==> src/rtl/wm_pkg.sv <==
// wm_pkg: shared program encodings, phase-index tables, FSM state type and abort length
package wm_pkg;
  localparam logic [1:0] PROG_NORMAL   = 2'b00;
  localparam logic [1:0] PROG_QUICK    = 2'b01;
  localparam logic [1:0] PROG_HEAVY    = 2'b10;
  localparam logic [1:0] PROG_DELICATE = 2'b11;
  // Tables are packed {delicate, heavy, quick, normal}, indexed by program code
  localparam logic [7:0] WASH_TBL  = {2'd1, 2'd3, 2'd1, 2'd2};
  localparam logic [7:0] RINSE_TBL = {2'd1, 2'd2, 2'd0, 2'd1};
  localparam logic [7:0] DRY_TBL   = {2'd0, 2'd3, 2'd1, 2'd2};
  localparam int ABORT_LEN = 4;
  typedef enum logic [2:0] {IDLE, LAUNCH, RUN, COMPLETE, ABORT} state_t;
  function automatic logic [1:0] tbl_idx(input logic [7:0] tbl, input logic [1:0] prog);
    return tbl[{prog, 1'b0} +: 2];
  endfunction
endpackage

==> src/rtl/wm_debounce.sv <==
// wm_debounce: 2-flop synchroniser followed by a stable-sample debounce counter
// Ports: clk, rst_n (async, active-low), btn (raw async button), db (debounced level)
module wm_debounce #(
  parameter int DEBOUNCE_CYCLES = 16
) (
  input  logic clk,
  input  logic rst_n,
  input  logic btn,
  output logic db
);
  localparam int CW = $clog2(DEBOUNCE_CYCLES + 1);
  logic [1:0]    sync;
  logic [CW-1:0] cnt;
  // cnt tracks how many consecutive samples disagree with db; any agreeing sample restarts it
  always_ff @(posedge clk or negedge rst_n)
    if (!rst_n) begin
      sync <= '0;
      cnt  <= '0;
      db   <= 1'b0;
    end else begin
      sync <= {sync[0], btn};
      if (sync[1] == db)
        cnt <= '0;
      else if (cnt == CW'(DEBOUNCE_CYCLES - 1)) begin
        cnt <= '0;
        db  <= sync[1];
      end else
        cnt <= cnt + 1'b1;
    end
endmodule

==> src/rtl/wm_panel_ctrl.sv <==
// wm_panel_ctrl: washing-machine front-panel controller sequencing a downstream cycle controller
// Ports: clk, rst_n (async, active-low); btn_start, btn_cancel, door_closed (raw async inputs);
//   prog_sel (program switch); wash/rinse/dry_enable, timer_done (from cycle controller);
//   start, phase_sel, ctrl_rst_n (to cycle controller); busy, cycle_done, door_alarm,
//   cycles_completed (status). All outputs registered.
// Build option: define WM_CYCLE_COUNT_EN to build the saturating completed-cycle counter;
//   otherwise cycles_completed is tied to 0.
module wm_panel_ctrl
  import wm_pkg::*;
#(
  parameter int DEBOUNCE_CYCLES = 16
) (
  input  logic        clk,
  input  logic        rst_n,
  input  logic        btn_start,
  input  logic        btn_cancel,
  input  logic        door_closed,
  input  logic [1:0]  prog_sel,
  input  logic        wash_enable,
  input  logic        rinse_enable,
  input  logic        dry_enable,
  input  logic        timer_done,
  output logic        start,
  output logic [1:0]  phase_sel,
  output logic        ctrl_rst_n,
  output logic        busy,
  output logic        cycle_done,
  output logic        door_alarm,
  output logic [15:0] cycles_completed
);
  localparam int AW = $clog2(ABORT_LEN);
  state_t        state, state_n;
  logic [1:0]    door_sync, prog_q, phase_n;
  logic [AW-1:0] abort_cnt;
  logic          start_db, cancel_db, start_db_q, cancel_db_q, start_ev, cancel_ev, rst_rel;
  wm_debounce #(.DEBOUNCE_CYCLES(DEBOUNCE_CYCLES)) u_db_start (
    .clk(clk), .rst_n(rst_n), .btn(btn_start), .db(start_db));
  wm_debounce #(.DEBOUNCE_CYCLES(DEBOUNCE_CYCLES)) u_db_cancel (
    .clk(clk), .rst_n(rst_n), .btn(btn_cancel), .db(cancel_db));
  assign start_ev  = start_db & ~start_db_q;
  assign cancel_ev = cancel_db & ~cancel_db_q;
  always_comb begin
    state_n = state;
    phase_n = phase_sel;
    case (state)
      IDLE:
        if (start_ev && !cancel_ev && door_sync[1]) begin
          state_n = LAUNCH;
          phase_n = tbl_idx(WASH_TBL, prog_sel);
        end
      LAUNCH:   state_n = cancel_ev ? ABORT : RUN;
      RUN:
        if (cancel_ev)
          state_n = ABORT;
        else if (timer_done) begin
          state_n = dry_enable ? COMPLETE : RUN;
          phase_n = dry_enable   ? phase_sel :
                    rinse_enable ? tbl_idx(DRY_TBL, prog_q) :
                    wash_enable  ? tbl_idx(RINSE_TBL, prog_q) : phase_sel;
        end
      COMPLETE: state_n = (start_ev || cancel_ev) ? IDLE : COMPLETE;
      ABORT:    state_n = (abort_cnt == AW'(ABORT_LEN - 1)) ? IDLE : ABORT;
      default:  state_n = IDLE;
    endcase
  end
  always_ff @(posedge clk or negedge rst_n)
    if (!rst_n) begin
      state       <= IDLE;
      prog_q      <= PROG_NORMAL;
      abort_cnt   <= '0;
      door_sync   <= '0;
      start_db_q  <= 1'b0;
      cancel_db_q <= 1'b0;
      rst_rel     <= 1'b0;
    end else begin
      state       <= state_n;
      door_sync   <= {door_sync[0], door_closed};
      start_db_q  <= start_db;
      cancel_db_q <= cancel_db;
      rst_rel     <= 1'b1;
      abort_cnt   <= (state == ABORT) ? abort_cnt + 1'b1 : '0;
      if (state == IDLE && state_n == LAUNCH)
        prog_q <= prog_sel;
    end
  // Outputs are registered from the next state so they line up with the state they describe;
  // rst_rel delays ctrl_rst_n release to the second edge after reset removal.
  always_ff @(posedge clk or negedge rst_n)
    if (!rst_n) begin
      start      <= 1'b0;
      phase_sel  <= 2'b00;
      ctrl_rst_n <= 1'b0;
      busy       <= 1'b0;
      cycle_done <= 1'b0;
      door_alarm <= 1'b0;
    end else begin
      start      <= state_n == LAUNCH;
      phase_sel  <= phase_n;
      ctrl_rst_n <= rst_rel && state_n != ABORT;
      busy       <= state_n inside {LAUNCH, RUN, ABORT};
      cycle_done <= state_n == COMPLETE;
      door_alarm <= (state_n inside {LAUNCH, RUN, ABORT}) && !door_sync[1];
    end
`ifdef WM_CYCLE_COUNT_EN
  logic [15:0] cnt_q;
  always_ff @(posedge clk or negedge rst_n)
    if (!rst_n)
      cnt_q <= '0;
    else if (state == RUN && state_n == COMPLETE && cnt_q != 16'hFFFF)
      cnt_q <= cnt_q + 1'b1;
  assign cycles_completed = cnt_q;
`else
  assign cycles_completed = '0;
`endif
endmodule
==> config.mk <==
export PLATFORM = sky130hd
export DESIGN_NAME = wm_panel_ctrl
export DESIGN_NICKNAME = d
export VERILOG_FILES = /design/src/rtl/wm_pkg.sv /design/src/rtl/wm_debounce.sv /design/src/rtl/wm_panel_ctrl.sv
export SDC_FILE = /design/constraint.sdc
export NUM_CORES = 1
export LEC_CHECK = 0
export ABC_CLOCK_PERIOD_IN_PS = 2360
export CAP_MARGIN = 20
export CORE_MARGIN = 2
export CORE_UTILIZATION = 52
export CTS_BUF_LIST = sky130_fd_sc_hd__clkbuf_4
export CTS_CLUSTER_DIAMETER = 80
export CTS_CLUSTER_SIZE = 12
export DETAILED_ROUTE_END_ITERATION = 6
export PLACE_DENSITY = 0.81
export SLEW_MARGIN = 0
export SYNTH_ARGS = -nofsm -noshare
export SYNTH_HDL_FRONTEND = slang
export SYNTH_HIERARCHICAL = 1
export SYNTH_SLANG_ARGS = --single-unit
==> constraint.sdc <==
create_clock -name clk -period 2.36 [get_ports clk]
set_clock_uncertainty 0.2 [all_clocks]
set_input_delay 0.472 -clock clk [delete_from_list [all_inputs] [get_ports clk]]
set_output_delay 0.472 -clock clk [all_outputs]
set_load 0.005 [all_outputs]
* After elaboration in Yosys (flattened, before gate mapping)
Index checks and enable logic that the tools add are counted.
** Storage, ports and cells
- Input bits :: 11
- Word-level logic and storage cells :: 84
- Register bits :: 35
- Output and inout port bits :: 23
** Operators by class
- Bitwise gates (word level) :: 6
- Shift operators :: 3
- Reduce and logical (&&, ||, !) cells :: 14
- Multiplexer cells :: 20
- Equality and inequality tests :: 19
- Add/subtract/negate cells :: 3
** Operator list (number)
- indexed part select 8 x 4 -> 2 bit, first input constant :: 3
- 2-to-1 mux 5 bit :: 4
- 2-to-1 mux 2 bit :: 8
- 2-to-1 mux 3 bit :: 5
- case mux 3 bit (5 select lines) :: 1
- equality test 3 x 2 -> 1 bit, second input constant :: 4
- adder 5 x 1 -> 5 bit, second input constant :: 2
- equality test 5 x 4 -> 1 bit, second input constant :: 2
- inequality test 2 bit, second input constant :: 4
- equality test 3 x 1 -> 1 bit, second input constant :: 2
- equality test 3 bit, second input constant :: 2
- inequality test 3 bit, second input constant :: 2
- AND reduction 6 bit :: 1
- logical AND 1 bit :: 5
- NOT 1 bit :: 4
- case mux 2 bit (2 select lines) :: 1
- AND reduction 2 bit :: 2
- logical NOT 3 bit :: 1
- nonzero test 3 bit :: 1
- adder 2 x 1 -> 2 bit, second input constant :: 1
- bitwise AND 1 bit :: 2
- equality test 1 bit :: 2
- equality test 2 bit, second input constant :: 1
- logical NOT 1 bit :: 2
- 3 further kinds :: 3

* Longest topological paths before layout
- Word-level depth :: 10
- Mapped depth :: 5

* Cells and area by module
The synthesis kept the hierarchy.
** By module, submodules not included
- wm_panel_ctrl :: cells an instance 84, area each 985.9 um2, instances 1
- wm_debounce :: cells an instance 23, area each 304.0 um2, instances 2

* Least setup slack after synthesis
No wires, ideal clock.
- Path kind :: flip-flop to flip-flop
- Start point :: register state[0]
- End point :: register phase_sel[0]
- Setup time :: 0.125 ns
- Data required time :: 2.035 ns
- Setup slack :: 0.682 ns
- Cell stages (with the launch flop) :: 6
- Buffers on the path :: 1
- Data arrival time :: 1.353 ns
- Clock period less this slack :: 1.678 ns
- Cells stage by stage :: dfrtp_1 > buf_4 > nor3b_4 > nor4b_4 > nor2_2 > mux2_4
** On the way
- Longest elaborated chain between the ends :: 3
** RTL lines
- start: declaration :: line wm_panel_ctrl.sv:32 : state_t state, state_n;
- start signal: assignment :: line wm_panel_ctrl.sv:76 : state <= state_n;
- equality test 3 x 2 -> 1 bit / logical NOT 3 bit (equally long branches) :: line wm_panel_ctrl.sv:45 : case (state)
- inequality test 3 bit (no source line), or another cell as far along
- AND reduction 6 bit (no source line)
- end signal: assignment :: line wm_panel_ctrl.sv:97 : phase_sel <= phase_n;
- end: declaration :: line wm_panel_ctrl.sv:24 : output logic [1:0] phase_sel,
Parallel ways exist; a longest one is shown, timed or not.
A chain may end at the register's enable or synchronous reset.

* Final worst setup path
- Start point :: register phase_sel[1]
- End point :: output port phase_sel[1]
No word-level cell between the ends.

==> results.md <==
- Outcome: completed
- N_diodes: 0
- Setup Viol. Count Final: 0
- Asr flop ratio synth: 100.0%
- Crit-path cells: clkdlybuf4s50_1
- Most frequent cells in the layout: dfrtp_1 (35), conb_1 (17), clkdlybuf4s50_1 (17)
- Core area: 0.002978 mm^2
- Critical Path Slowest Stage Cell: clkdlybuf4s50_1
- CTS Buf Count: 5
- Most common library cell in the layout ignoring fill and taps: dfrtp_1
- CTS Sinks: 35
- Met1 wire length: 983 um
- # Post-CTS Setup Buffers: 0
- # resized after CTS: 0
- CTS tree: done
- Final cell count without fillers: 186
- Top_reg_cell synth: dfrtp_1
- Relative slew slack: 57.38%
- Total negative setup slack: 0 ps
- Syn Inst Count: 130
- Die span in y: 59.37 um
- WL final: 2565 um
- Post-DP Area: 0.001734 mm^2
- Routed Antenna Nets: 0
- Synth warn: 6
- Post-Syn Area per Cell: 12.26 um^2
- Reg clk slew, reported paths: 100 ps
- Initial Util: 53.53%
- Pre-CTS setup slack: 140.3 ps
- Synth Area in Compound Gates: 3.061%
- Top post-synthesis cells by area: dfrtp_1 (55%), buf_4 (8.5%), xor2_1 (3.3%), ha_1 (3.1%), nor4b_4 (3.0%)
- Syn Std Cell Area: 0.001594 mm^2
- Total power: 1.209 mW
- Hold_buf cts: 0
- Post-synthesis sequential area ratio: 54.95%
- Netlist cell types: 36
- Buf/Inv on CP: 1
- Drt wl/cell: 13.79 um
- Setup ws final: 481.5 ps
- Final Max Tran Viols: 0
- Largest net degree at the start of global routing: 36
- Period utilization: 79.60%
- DR top layer: met4
- Buffers on Ports: 17
- Maximum vdd drop: 0.0004387 V
- Max-Cap Viols: 0
- Cell taking the most area after synthesis: dfrtp_1
- Met2 Wirelength: 1425 um
- Fillers: 272
- Total GRT Usage: 17.82%
- Pwr/cell area: 676.6 mW/mm^2
- Clock Tree Root: clkbuf_4
- Synth top area share: 54.95%
- Detailed Routing Iterations Pass 1: 3
- Clock insertion delay at the later pin of the skew report: 330 ps
- Data required, critical path: 1690 ps
- Inst Count DP: 178
- Multi-input gate area: 624.3 um^2
- Crit-path max FO: 2
- Post-synthesis mux area share: 5.024%
- Layout cells sized above 1: 16.99%
- # rows: 20
- Vias: 939
- Routability cong.: 0.7259
- Ports: 34
- Crit-path max cell delay: 510 ps
- Area Growth Syn to Fin: 12.09%
- Nets: 167
- Simple-gate share of the synthesized area: 20.09%
- Number of synthesized flops with an enable pin: 0
- Largest family of logic cells by synthesized area: simple AND/OR/NAND/NOR gates
- Register area: 875.8 um^2
- Fin. Hold Viols: 0
- Crit start category: register
- RSZ-0062 raised after global routing: false
- Vias in the first global route: 1015
- Hold Slack: 158.4 ps
- Synth Register Bits: 35
- Class of the worst hold path: register to register
- Critical Path AT: 1210 ps
- Critical path endpoint category: output port
- Grt total ovfl: 0
- Post-Synth Adder-Cell Area: 3.140%
- Residual DRC: 0
- Dpl hpwl: 1912 um
- Global-route wire length before repair: 4533 um
- Die width: 59.37 um
- Met3 Wirelength: 119 um
- Crit path kind: register to output port
- Fin crit period: 1878 ps
- Initial antenna violation count: 0
- Die area: 0.003524 mm^2
- Detailed-route vias per instance: 5.048
- DRT iter0 DRCs: 17
- Pleak: 0.9082 nW
- Final Core Density: 60.00%
- XOR/XNOR Fraction of Synth Area: 3.846%
- Slew @ Worst Pin: 638.0 ps
- Final instance area: 0.001787 mm^2
- Top delay family on crit path: buffers and inverters
- Maximum clock insertion buffer count: 2
- Fmax: 532.3 MHz
- H-tree levels: 2
-- flip-flops by register name, indices dropped and copies added (netlist names), 2 cells and up --
name	count
u_db_cancel/sync	2
state	3
u_db_start/sync	2
prog_q	2
u_db_start/cnt	5
phase_sel	2
abort_cnt	2
door_sync	2
u_db_cancel/cnt	5
-- worst paths after layout --
kind | slack (ps) | startpoint | to | cells past startpoint
setup / recovery | 480 | phase_sel[1]$_DFFE_PN0P_ | phase_sel[1] | 1
hold / removal | 160 | door_sync[0]$_DFF_PN0_ | door_sync[1]$_DFF_PN0_ | 0
setup reg to reg | 490 | u_db_cancel/db$_DFFE_PN0P_ | state[0]$_DFF_PN0_ | 4
hold reg to reg | 160 | door_sync[0]$_DFF_PN0_ | door_sync[1]$_DFF_PN0_ | 0
max in group asynchronous | 1320 | rst_n | u_db_cancel/sync[0]$_DFF_PN0_ | 2
min in group asynchronous | 330 | rst_n | phase_sel[1]$_DFFE_PN0P_ | 2
-- synth_stat cells, types with 2 or more instances --
| cell | count |
|---|---|
| inv_1 | 4 |
| xor2_1 | 6 |
| mux2i_1 | 2 |
| and2_1 | 3 |
| nor2b_1 | 2 |
| and4bb_2 | 2 |
| o21ai_1 | 2 |
| and3_2 | 2 |
| and3_1 | 3 |
| nor2_2 | 3 |
| nor2_1 | 9 |
| nand3_1 | 2 |
| nand2_1 | 5 |
| nand3_2 | 2 |
| ha_1 | 4 |
| dfrtp_1 | 35 |
| mux2_2 | 2 |
| a21oi_1 | 2 |
| conb_1 | 2 |
| nor3_1 | 3 |
| nor4b_4 | 2 |
| buf_4 | 18 |
| mux2_1 | 2 |
-- where the power goes --
group	internal [mW]	switching (mW)
sequential	0.647	0.0426
clock	0.111	0.188
combinational	0.134	0.0865
total	0.892	0.317
-- kinds of logic after synthesis --
logic type                 count (synthesis)
muxes                                      7
and+or+nand+nor                           45
DFF                                       35
AOI/OAI and AO/OA                          8
xor gates and xnor gates                   7
adders and majority gates                  4
buffers and inverters                     22
other                                      2
-- cell type report --
| type | count | area share (%) |
|---|---|---|
| inverter | 4 | 0.8403 |
| tap | 33 | 2.311 |
| clock inverter | 3 | 0.8403 |
| clock buffer | 5 | 2.101 |
| sequential | 35 | 49.02 |
| timing repair buffer | 18 | 9.944 |
| multi-input combinational | 88 | 34.94 |
-- per-layer routing --
metal / up-vias / track usage [%]
met5: - / 0
met3: 4 / 5.240
met2: 27 / 33.28
met1: 462 / 18.00
met4: 0 / 7.792
li1: 446 / -
Power figures use the tool's default switching activity.
